`config.mk`:
```
export PLATFORM = sky130hd
export DESIGN_NAME = interleave_buffer_ctrl
export DESIGN_NICKNAME = d
export VERILOG_FILES = /design/src/rtl/interleave_buffer_ctrl.sv
export SDC_FILE = /design/constraint.sdc
export NUM_CORES = 1
export LEC_CHECK = 0
export CAP_MARGIN = 20
export CORE_MARGIN = 1
export CORE_UTILIZATION = 56
export DETAILED_ROUTE_END_ITERATION = 10
export GPL_ROUTABILITY_DRIVEN = 0
export GPL_TIMING_DRIVEN = 0
export PLACE_DENSITY = 0.76
export SETUP_SLACK_MARGIN = 0.05
export SYNTH_ARGS = -nofsm -noshare
export SYNTH_HDL_FRONTEND = slang
export SYNTH_SLANG_ARGS = --single-unit
```
`constraint.sdc`:
```
create_clock -name clk -period 5.8 [get_ports clk]
set_clock_uncertainty 0.15 [all_clocks]
set_input_delay 1.16 -clock clk [delete_from_list [all_inputs] [get_ports clk]]
set_output_delay 1.16 -clock clk [all_outputs]
set_load 0.03 [all_outputs]
```
`src/rtl/interleave_buffer_ctrl.sv`:
```
// -----------------------------------------------------------------------------
// interleave_buffer_ctrl
//
// Streaming, double-buffered interleaver for the turbo decoder SISO loop.
// Soft values arrive in natural order, one per accepted beat. Each block of N
// values is stored in one of two banks. While a full bank drains, the other
// bank can fill. A bank drains in one of two orders:
//   mode 0 (interleave)    : output j = input (j+1)   mod N
//   mode 1 (de-interleave) : output j = input (j+N-1) mod N
// Mode 1 undoes mode 0.
//
// Ports
//   clk        : single clock, rising edge
//   rst        : asynchronous reset, active-high
//   mode       : permutation select, captured on the first write of a block
//   in_valid   : in_data is valid
//   in_ready   : a write is accepted this cycle (registered-state only)
//   in_data    : soft value in natural order (W bits)
//   out_valid  : out_data is valid (registered-state only)
//   out_ready  : downstream takes out_data this cycle
//   out_data   : permuted soft value (W bits)
//   out_last   : out_data is the final symbol of its block
//   busy       : a bank is full or a block is partially written
// -----------------------------------------------------------------------------
module interleave_buffer_ctrl #(
   parameter int N = 10,
   parameter int W = 8
) (
   input  logic         clk,
   input  logic         rst,
   input  logic         mode,
   input  logic         in_valid,
   output logic         in_ready,
   input  logic [W-1:0] in_data,
   output logic         out_valid,
   input  logic         out_ready,
   output logic [W-1:0] out_data,
   output logic         out_last,
   output logic         busy
);

   localparam int IW = (N > 2) ? $clog2(N) : 1;
   localparam logic [IW-1:0] IDX_ZERO = {IW{1'b0}};
   localparam logic [IW-1:0] IDX_ONE  = IW'(1);
   localparam logic [IW-1:0] IDX_LAST = IW'(N - 1);

   // Storage and control state
   logic [W-1:0]  bank_q [2][N];
   logic [1:0]    full_q, full_d;
   logic [1:0]    bank_mode_q, bank_mode_d;
   logic          wr_bank_q, wr_bank_d;
   logic          rd_bank_q, rd_bank_d;
   logic [IW-1:0] wr_idx_q, wr_idx_d;
   logic [IW-1:0] rd_idx_q, rd_idx_d;

   logic          in_ready_s;
   logic          out_valid_s;
   logic          wr_fire_s;
   logic          rd_fire_s;
   logic [IW-1:0] src_s;

   // Handshake strobes; ready/valid depend on registered flags only
   always_comb begin
      in_ready_s  = ~full_q[wr_bank_q];
      out_valid_s = full_q[rd_bank_q];
      wr_fire_s   = in_valid & in_ready_s;
      rd_fire_s   = out_valid_s & out_ready;
   end

   // Next-state logic for write/read pointers, full flags and bank modes.
   // A write needs !full and a read needs full, so the two never touch the
   // same bank in one cycle and their full-flag updates cannot collide.
   always_comb begin
      full_d      = full_q;
      bank_mode_d = bank_mode_q;
      wr_bank_d   = wr_bank_q;
      rd_bank_d   = rd_bank_q;
      wr_idx_d    = wr_idx_q;
      rd_idx_d    = rd_idx_q;

      if (wr_fire_s) begin
         if (wr_idx_q == IDX_ZERO) begin
            bank_mode_d[wr_bank_q] = mode;
         end else begin
            bank_mode_d = bank_mode_q;
         end
         if (wr_idx_q == IDX_LAST) begin
            wr_idx_d          = IDX_ZERO;
            full_d[wr_bank_q] = 1'b1;
            wr_bank_d         = ~wr_bank_q;
         end else begin
            wr_idx_d = wr_idx_q + IDX_ONE;
         end
      end else begin
         wr_idx_d = wr_idx_q;
      end

      if (rd_fire_s) begin
         if (rd_idx_q == IDX_LAST) begin
            rd_idx_d          = IDX_ZERO;
            full_d[rd_bank_q] = 1'b0;
            rd_bank_d         = ~rd_bank_q;
         end else begin
            rd_idx_d = rd_idx_q + IDX_ONE;
         end
      end else begin
         rd_idx_d = rd_idx_q;
      end
   end

   // Source index within the draining bank: compare-and-wrap rotation
   always_comb begin
      if (bank_mode_q[rd_bank_q] == 1'b0) begin
         if (rd_idx_q == IDX_LAST) begin
            src_s = IDX_ZERO;
         end else begin
            src_s = rd_idx_q + IDX_ONE;
         end
      end else begin
         if (rd_idx_q == IDX_ZERO) begin
            src_s = IDX_LAST;
         end else begin
            src_s = rd_idx_q - IDX_ONE;
         end
      end
   end

   // State registers and bank storage
   always_ff @(posedge clk or posedge rst) begin
      if (rst) begin
         full_q      <= 2'b00;
         bank_mode_q <= 2'b00;
         wr_bank_q   <= 1'b0;
         rd_bank_q   <= 1'b0;
         wr_idx_q    <= IDX_ZERO;
         rd_idx_q    <= IDX_ZERO;
         for (int b = 0; b < 2; b++) begin
            for (int i = 0; i < N; i++) begin
               bank_q[b][i] <= {W{1'b0}};
            end
         end
      end else begin
         full_q      <= full_d;
         bank_mode_q <= bank_mode_d;
         wr_bank_q   <= wr_bank_d;
         rd_bank_q   <= rd_bank_d;
         wr_idx_q    <= wr_idx_d;
         rd_idx_q    <= rd_idx_d;
         if (wr_fire_s) begin
            bank_q[wr_bank_q][wr_idx_q] <= in_data;
         end
      end
   end

   // Output decode from registered state only
   always_comb begin
      in_ready  = in_ready_s;
      out_valid = out_valid_s;
      out_data  = bank_q[rd_bank_q][src_s];
      out_last  = out_valid_s & (rd_idx_q == IDX_LAST);
      busy      = full_q[0] | full_q[1] | (wr_idx_q != IDX_ZERO);
   end

endmodule
```
# Yosys cells after proc, flatten, opt, wreduce, memory -nomap -nowiden
# Cells that the tools add are included.
totals:
  output_inout_bits: 12
  inputBits: 13
  regBits: 174
  elab_cells: 96
op_classes:
  reduce_logical: 10
  add_sub_neg: 3
  n_lt_le_gt_ge: 10
  n_mux: 30
  eq_ne: 2
  bitwise: 15
op_table:
  columns: ["operator", "count"]
  rows:
  - ["$mux W80", 4]
  - ["$bwmux W160", 1]
  - ["$demux W80 S1", 1]
  - ["$bmux W8 S4", 1]
  - ["$demux W8 S4", 1]
  - ["$mux W8", 3]
  - ["$mux W4", 4]
  - ["$ge A5 B5 Y1 const B", 2]
  - ["$not A4 Y5", 2]
  - ["$add A4 B1 Y4 const B", 2]
  - ["$eq A4 B4 Y1 const B", 2]
  - ["$logic_not A4 Y1", 2]
  - ["$mux W1", 8]
  - ["$mux W2", 4]
  - ["$reduce_and A2 Y1", 3]
  - ["$lt A5 B1 Y1 const B", 1]
  - ["$ge A2 B2 Y1 const B", 2]
  - ["$logic_and A1 B1 Y1", 4]
  - ["$lt A1 B2 Y1 const B", 2]
  - ["$not A1 Y2", 2]
  - ["$reduce_bool A4 Y1", 1]
  - ["$sub A4 B1 Y4 const B", 1]
  - ["$and A1 B1 Y1", 3]
  - ["$not A1 Y1", 3]
  - ["8 further kinds", 11]

# Longest topological paths before layout
logic_depth:
  ltp_word: 10
  ltp_mapped: 9
  depth_no_buf: 6

# Least setup slack after synthesis
# OpenSTA, ideal clock, no wires.
synth_timing:
  path_type: "register to output"
  start: "reg rd_bank_q"
  end: "out out_data[5]"
  slack_ps: 2298
  required_time_ps: 4490
  n_path_buf: 1
  arrival_time_ps: 2192
  path_stages_with_launch: 8
  cell_sequence: "dfrtp_1 mux2_4 buf_6 or3_4 nand4_4 o221ai_2 and3_4 a2111oi_4"
synth_between:
  elab_chain_len: 7
  word_cells_on_any_way: 11
  cone_classes: "mux: 9; bitwise: 2"
synth_lines:
  columns: ["element", "line", "source"]
  rows:
  - ["start: declaration", "52", "logic rd_bank_q, rd_bank_d;"]
  - ["start signal: assignment", "146", "rd_bank_q <= rd_bank_d;"]
  - ["$not A1 Y2 (implied by the code) / $mux W1 (equally long branches)", "159, 113", null]
  - ["$mux W80 (implied by the code) / $mux W1 (equally long branches)", "159, 113", null]
  - ["$mux W80 (implied by the code) / $mux W4 (equally long branches)", "159, 113", null]
  - ["$mux W80 (implied by the code) / $not A4 Y5 (equally long branches)", "159", "out_data = bank_q[rd_bank_q][src_s];"]
  - ["$bmux W8 S4 (*)", "159", null]
  - ["$mux W8 (implied by the code) (*) (2 in series)", "159", null]
  - ["end: declaration", "37", "output logic [W-1:0] out_data,"]
# Mark *: on every way between the ends. The rest lies on a longest branch, timed or not. The select of a mux whose other input is x is not followed.

# Worst setup path in the final report
layout_timing:
  start: "reg rd_idx_q[0]"
  end: "out out_data[4]"
layout_between:
  elab_chain_len: 7
  word_cells_on_any_way: 11
  cone_classes: "add/sub: 2; eq/ne: 1; mux: 6; bitwise: 1; reduce/logical: 1"
layout_lines:
  columns: ["element", "line", "source"]
  rows:
  - ["start: declaration", "54", "logic [IW-1:0] rd_idx_q, rd_idx_d;"]
  - ["start signal: assignment", "148", "rd_idx_q <= rd_idx_d;"]
  - ["$add A4 B1 Y4, or another cell as far along", "117", "src_s = rd_idx_q + IDX_ONE;"]
  - ["$mux W4 (on tied branches)", "114, 120", null]
  - ["$mux W4 (*)", "113", "if (bank_mode_q[rd_bank_q] == 1'b0) begin"]
  - ["$not A4 Y5 (implied by the code) (*)", "159", null]
  - ["$bmux W8 S4 (*)", "159", null]
  - ["$mux W8 (implied by the code) (*) (2 in series)", "159", null]
# Marks and branches as above.

==> results <==
[flip-flops by register name, indices dropped and copies added, names as in the netlist]
| name | cells |
|---|---|
| bank_mode_q | 2 |
| wr_bank_q | 1 |
| wr_idx_q | 4 |
| rd_idx_q | 4 |
| full_q | 2 |
| bank_q | 160 |
| rd_bank_q | 1 |
[cells by family after synthesis]
family | synth area share, %
xor gates and xnor gates | 0.480
adders and majority gates | 0.767
and+or+nand+nor | 8.92
buffers and inverters | 3.23
muxes | 31.0
AOI/OAI and AO/OA | 7.95
DFF | 47.7
[synth_stat cells (2+ instances only)]
cell type	instances
sky130_fd_sc_hd__nor2_1	37
sky130_fd_sc_hd__or2_2	2
sky130_fd_sc_hd__inv_1	5
sky130_fd_sc_hd__o211ai_1	2
sky130_fd_sc_hd__a31o_2	9
sky130_fd_sc_hd__a21oi_1	28
sky130_fd_sc_hd__a221oi_1	8
sky130_fd_sc_hd__nor3_2	2
sky130_fd_sc_hd__a211oi_1	7
sky130_fd_sc_hd__or3b_2	2
sky130_fd_sc_hd__o21ai_0	28
sky130_fd_sc_hd__maj3_1	7
sky130_fd_sc_hd__dfrtp_1	174
sky130_fd_sc_hd__buf_1	3
sky130_fd_sc_hd__and2_1	3
sky130_fd_sc_hd__buf_2	11
sky130_fd_sc_hd__xor2_1	2
sky130_fd_sc_hd__nand4_1	2
sky130_fd_sc_hd__nand3_1	12
sky130_fd_sc_hd__clkbuf_1	35
sky130_fd_sc_hd__mux2i_1	19
sky130_fd_sc_hd__nor2b_1	10
sky130_fd_sc_hd__buf_4	9
sky130_fd_sc_hd__o21a_1	7
sky130_fd_sc_hd__mux2_2	185
sky130_fd_sc_hd__mux4_2	24
sky130_fd_sc_hd__nand2b_1	3
sky130_fd_sc_hd__o22ai_1	8
sky130_fd_sc_hd__nand2_1	52
sky130_fd_sc_hd__nor3_1	12
sky130_fd_sc_hd__nor4_1	8
sky130_fd_sc_hd__and3_1	5
sky130_fd_sc_hd__or3_1	4
sky130_fd_sc_hd__xnor2_1	3
sky130_fd_sc_hd__o31ai_1	2
[per-stage QoR]
step                hold slack, ns  worst slack, ns  utilization, %
floorplan                    0.324             2.27               -
global route                 0.362            0.515            64.7
detailed placement           0.339             1.15            60.7
finish                       0.355            0.583            64.7
CTS                          0.356            0.675            64.7
global placement             0.331             1.10            60.2
[report_power, final]
part | switching [mW] | internal, mW | total [mW]
Combinational | 1.63 | 1.20 | 2.84
Clock | 0.509 | 0.700 | 1.21
Sequential | 0.174 | 1.50 | 1.68
[metal layers]
layer / track usage, % / up-vias / share of wire [%]
met5: 0 / - / 0
met4: 11.1 / 0 / 3.1
met3: 6.77 / 71 / 7.3
met2: 48.6 / 296 / 47
met1: 41.2 / 3346 / 42
li1: - / 2847 / -
[area by class of cell]
cell class              instances  area (um^2)
fillers                      1208         5600
multi-input cells             512         4480
flip-flops and latches        174         4350
clock buffers                  19          443
plain buffers                  59          277
well taps                     216          270
repair buffers                 21          248
clock inverters                13          184
inverters                       5         22.5
[worst max-delay path, delay by kind of cell (launching register included)]
family / cells / cell delay [ns]
AOI/OAI and AO/OA: 3 / 1.03
buffers and inverters: 4 / 1.62
DFF: 1 / 0.39
muxes: 1 / 0.42
[final timing paths]
check,to,slack (ns)
worst max-delay path,out_data[4],0.58
worst min-delay path,bank_q[35]$_DFFE_PP0P_,0.35
worst max register to register,bank_q[79]$_DFFE_PP0P_,3.21
worst min register to register,bank_q[35]$_DFFE_PP0P_,0.35
max in group asynchronous,rd_idx_q[3]$_DFFE_PP0P_,3.43
min in group asynchronous,bank_q[54]$_DFFE_PP0P_,0.93
==> impl_summary.log <==
INFO  metric critPathRequiredTime = 4.49 ns
INFO  metric layout_commonest_cell = sky130_fd_sc_hd__mux2_2
INFO  metric async_reset_ff_share = 100%
INFO  metric grt_pass1_wl = 37500 um
INFO  metric n_antenna_cell = 0
INFO  metric crit_type = register to primary output
INFO  metric hold_violations = 0
INFO  metric worstPathCellList = buf_4 > buf_2 > buf_2 > mux2_2 > a31o_2 > a211oi_1 > o21a_1 > clkdlybuf4s50_1
INFO  metric holdBufCountCts = 0
INFO  metric power.density_cell_area = 557 mW/mm^2
INFO  metric synth_flop_cell = sky130_fd_sc_hd__dfrtp_1
INFO  metric die_w = 130 um
INFO  metric global_route.usage.total = 30.5%
INFO  metric overflow = 0
INFO  metric max-vdd-ir-drop = 0.000359 V
INFO  metric vias_per_cell = 6.44
INFO  metric stdcell_area = 0.0103 mm^2
INFO  metric tightestPinTransition = 0.909 ns
INFO  metric cap_violations = 0
INFO  metric avgRoutedWirePerCell = 23.2 um
INFO  metric synth_top_cell_area_share = 47.7%
INFO  metric floorplan.die_area = 0.0168 mm^2
INFO  metric cts.sinks = 174
INFO  metric crit_path_most_repeated_cell = sky130_fd_sc_hd__buf_2
INFO  metric root_buffer = sky130_fd_sc_hd__clkbuf_16
INFO  metric initial_util = 57.5%
INFO  metric clk_path_buf_depth = 2
INFO  metric final_layout_size_suffix_gt1_share = 36.2%
INFO  metric ys.warnings.count = 0
INFO  metric cts_inserted_buffers = 17
INFO  metric cts-resized-gates = 0
INFO  metric number_of_storage_elements_in_the_synthesis_netlist = 174
INFO  metric synth.net_count = 763
INFO  metric synth.area.top_cells = sky130_fd_sc_hd__dfrtp_1 48%, sky130_fd_sc_hd__mux2_2 23%, sky130_fd_sc_hd__mux4_2 5.9%, sky130_fd_sc_hd__nand2_1 2.1%, sky130_fd_sc_hd__mux2i_1 2.1%
INFO  metric leakagePower = 4.71 nW
INFO  metric synth.yosys.seq_area_share = 47.7%
INFO  metric post_synth_inst_count = 750
INFO  metric fin_nets = 803
INFO  metric worstHoldPathCells = 1
INFO  metric cts_tree = yes
INFO  metric worstHoldStart = bank_q[35]$_DFFE_PP0P_
INFO  metric synthesis.area = 0.00913 mm^2
INFO  metric netlist-cell-type-count = 55
INFO  metric routed-via-count = 6560
INFO  metric cts_h_tree_lvls = 4
INFO  metric worstSkewPairLatency = 0.44 ns
INFO  metric outcome = finished clean
INFO  metric io_buffer_count = 16
INFO  metric postPlaceCellArea = 0.00965 mm^2
INFO  metric placement_rows = 46
INFO  metric min_period = 5.22 ns
INFO  metric setup_viol = 0
INFO  metric synthToLayoutAreaGrowth = 12.6%
INFO  metric cts.clk_slew.worst_paths = 0.06 ns
INFO  metric fin_tns_setup = 0 ns
INFO  metric layout.cells.most_common_list = 185 x sky130_fd_sc_hd__mux2_2, 174 x sky130_fd_sc_hd__dfrtp_1, 52 x sky130_fd_sc_hd__nand2_1, 37 x sky130_fd_sc_hd__nor2_1, 36 x sky130_fd_sc_hd__clkbuf_1
INFO  metric post_cts_setup_driven_buffer_insertion_count = 0
INFO  metric p_total = 5.72 mW
INFO  metric number_of_antenna_violations_at_the_first_check_in_global_routing = 0
INFO  metric die-height = 130 um
INFO  metric critical_path.slowest_cell = sky130_fd_sc_hd__clkdlybuf4s50_1
INFO  metric slew_headroom = 39.1%
INFO  metric crit-reg2reg-launch = wr_idx_q[1]$_DFFE_PP0P_
INFO  metric critPathLaunchType = register
INFO  metric min_path_type = register to register
INFO  metric synth_largest_area_cell = sky130_fd_sc_hd__dfrtp_1
INFO  metric hpwlAfterDp = 16900 um
INFO  metric place.detailed.instances = 986
INFO  metric worst-r2r-cell-count = 4
INFO  metric worst_setup_path_startpoint = rd_idx_q[0]$_DFFE_PP0P_
INFO  metric cpPeakStageDelay = 0.68 ns
INFO  metric synth_enable_flop_cells = 0
INFO  metric maximum_number_of_pins_on_one_net_before_global_route_repair = 44
INFO  metric instances_no_fill = 1019
INFO  metric drt_first_pass_iters = 6
INFO  metric timing.critical_path.arrival = 3.91 ns
INFO  metric synthesized_area_divided_by_synthesized_cell_count = 12.2 um^2
INFO  metric drc_viols = 0
INFO  metric worst_setup_path_end_kind = primary output
INFO  metric timing.final.crit_share = 89.9%
INFO  metric vias_in_the_first_global_route = 6651
INFO  metric crit_fanout = 10
INFO  metric slew_viol_final = 0
INFO  metric rsz0062_at_grt = false
INFO  metric timing.fmax = 192 MHz
INFO  metric dr.first_iter.drc_count = 765
INFO  metric number_of_nets_with_antenna_violations_after_detailed_routing = 0
INFO  metric boundaryPins = 25
INFO  metric total_length_of_routed_wires = 23600 um
INFO  metric floorplan.core_area = 0.0159 mm^2
No activity file was read; power rests on OpenSTA's default activity.
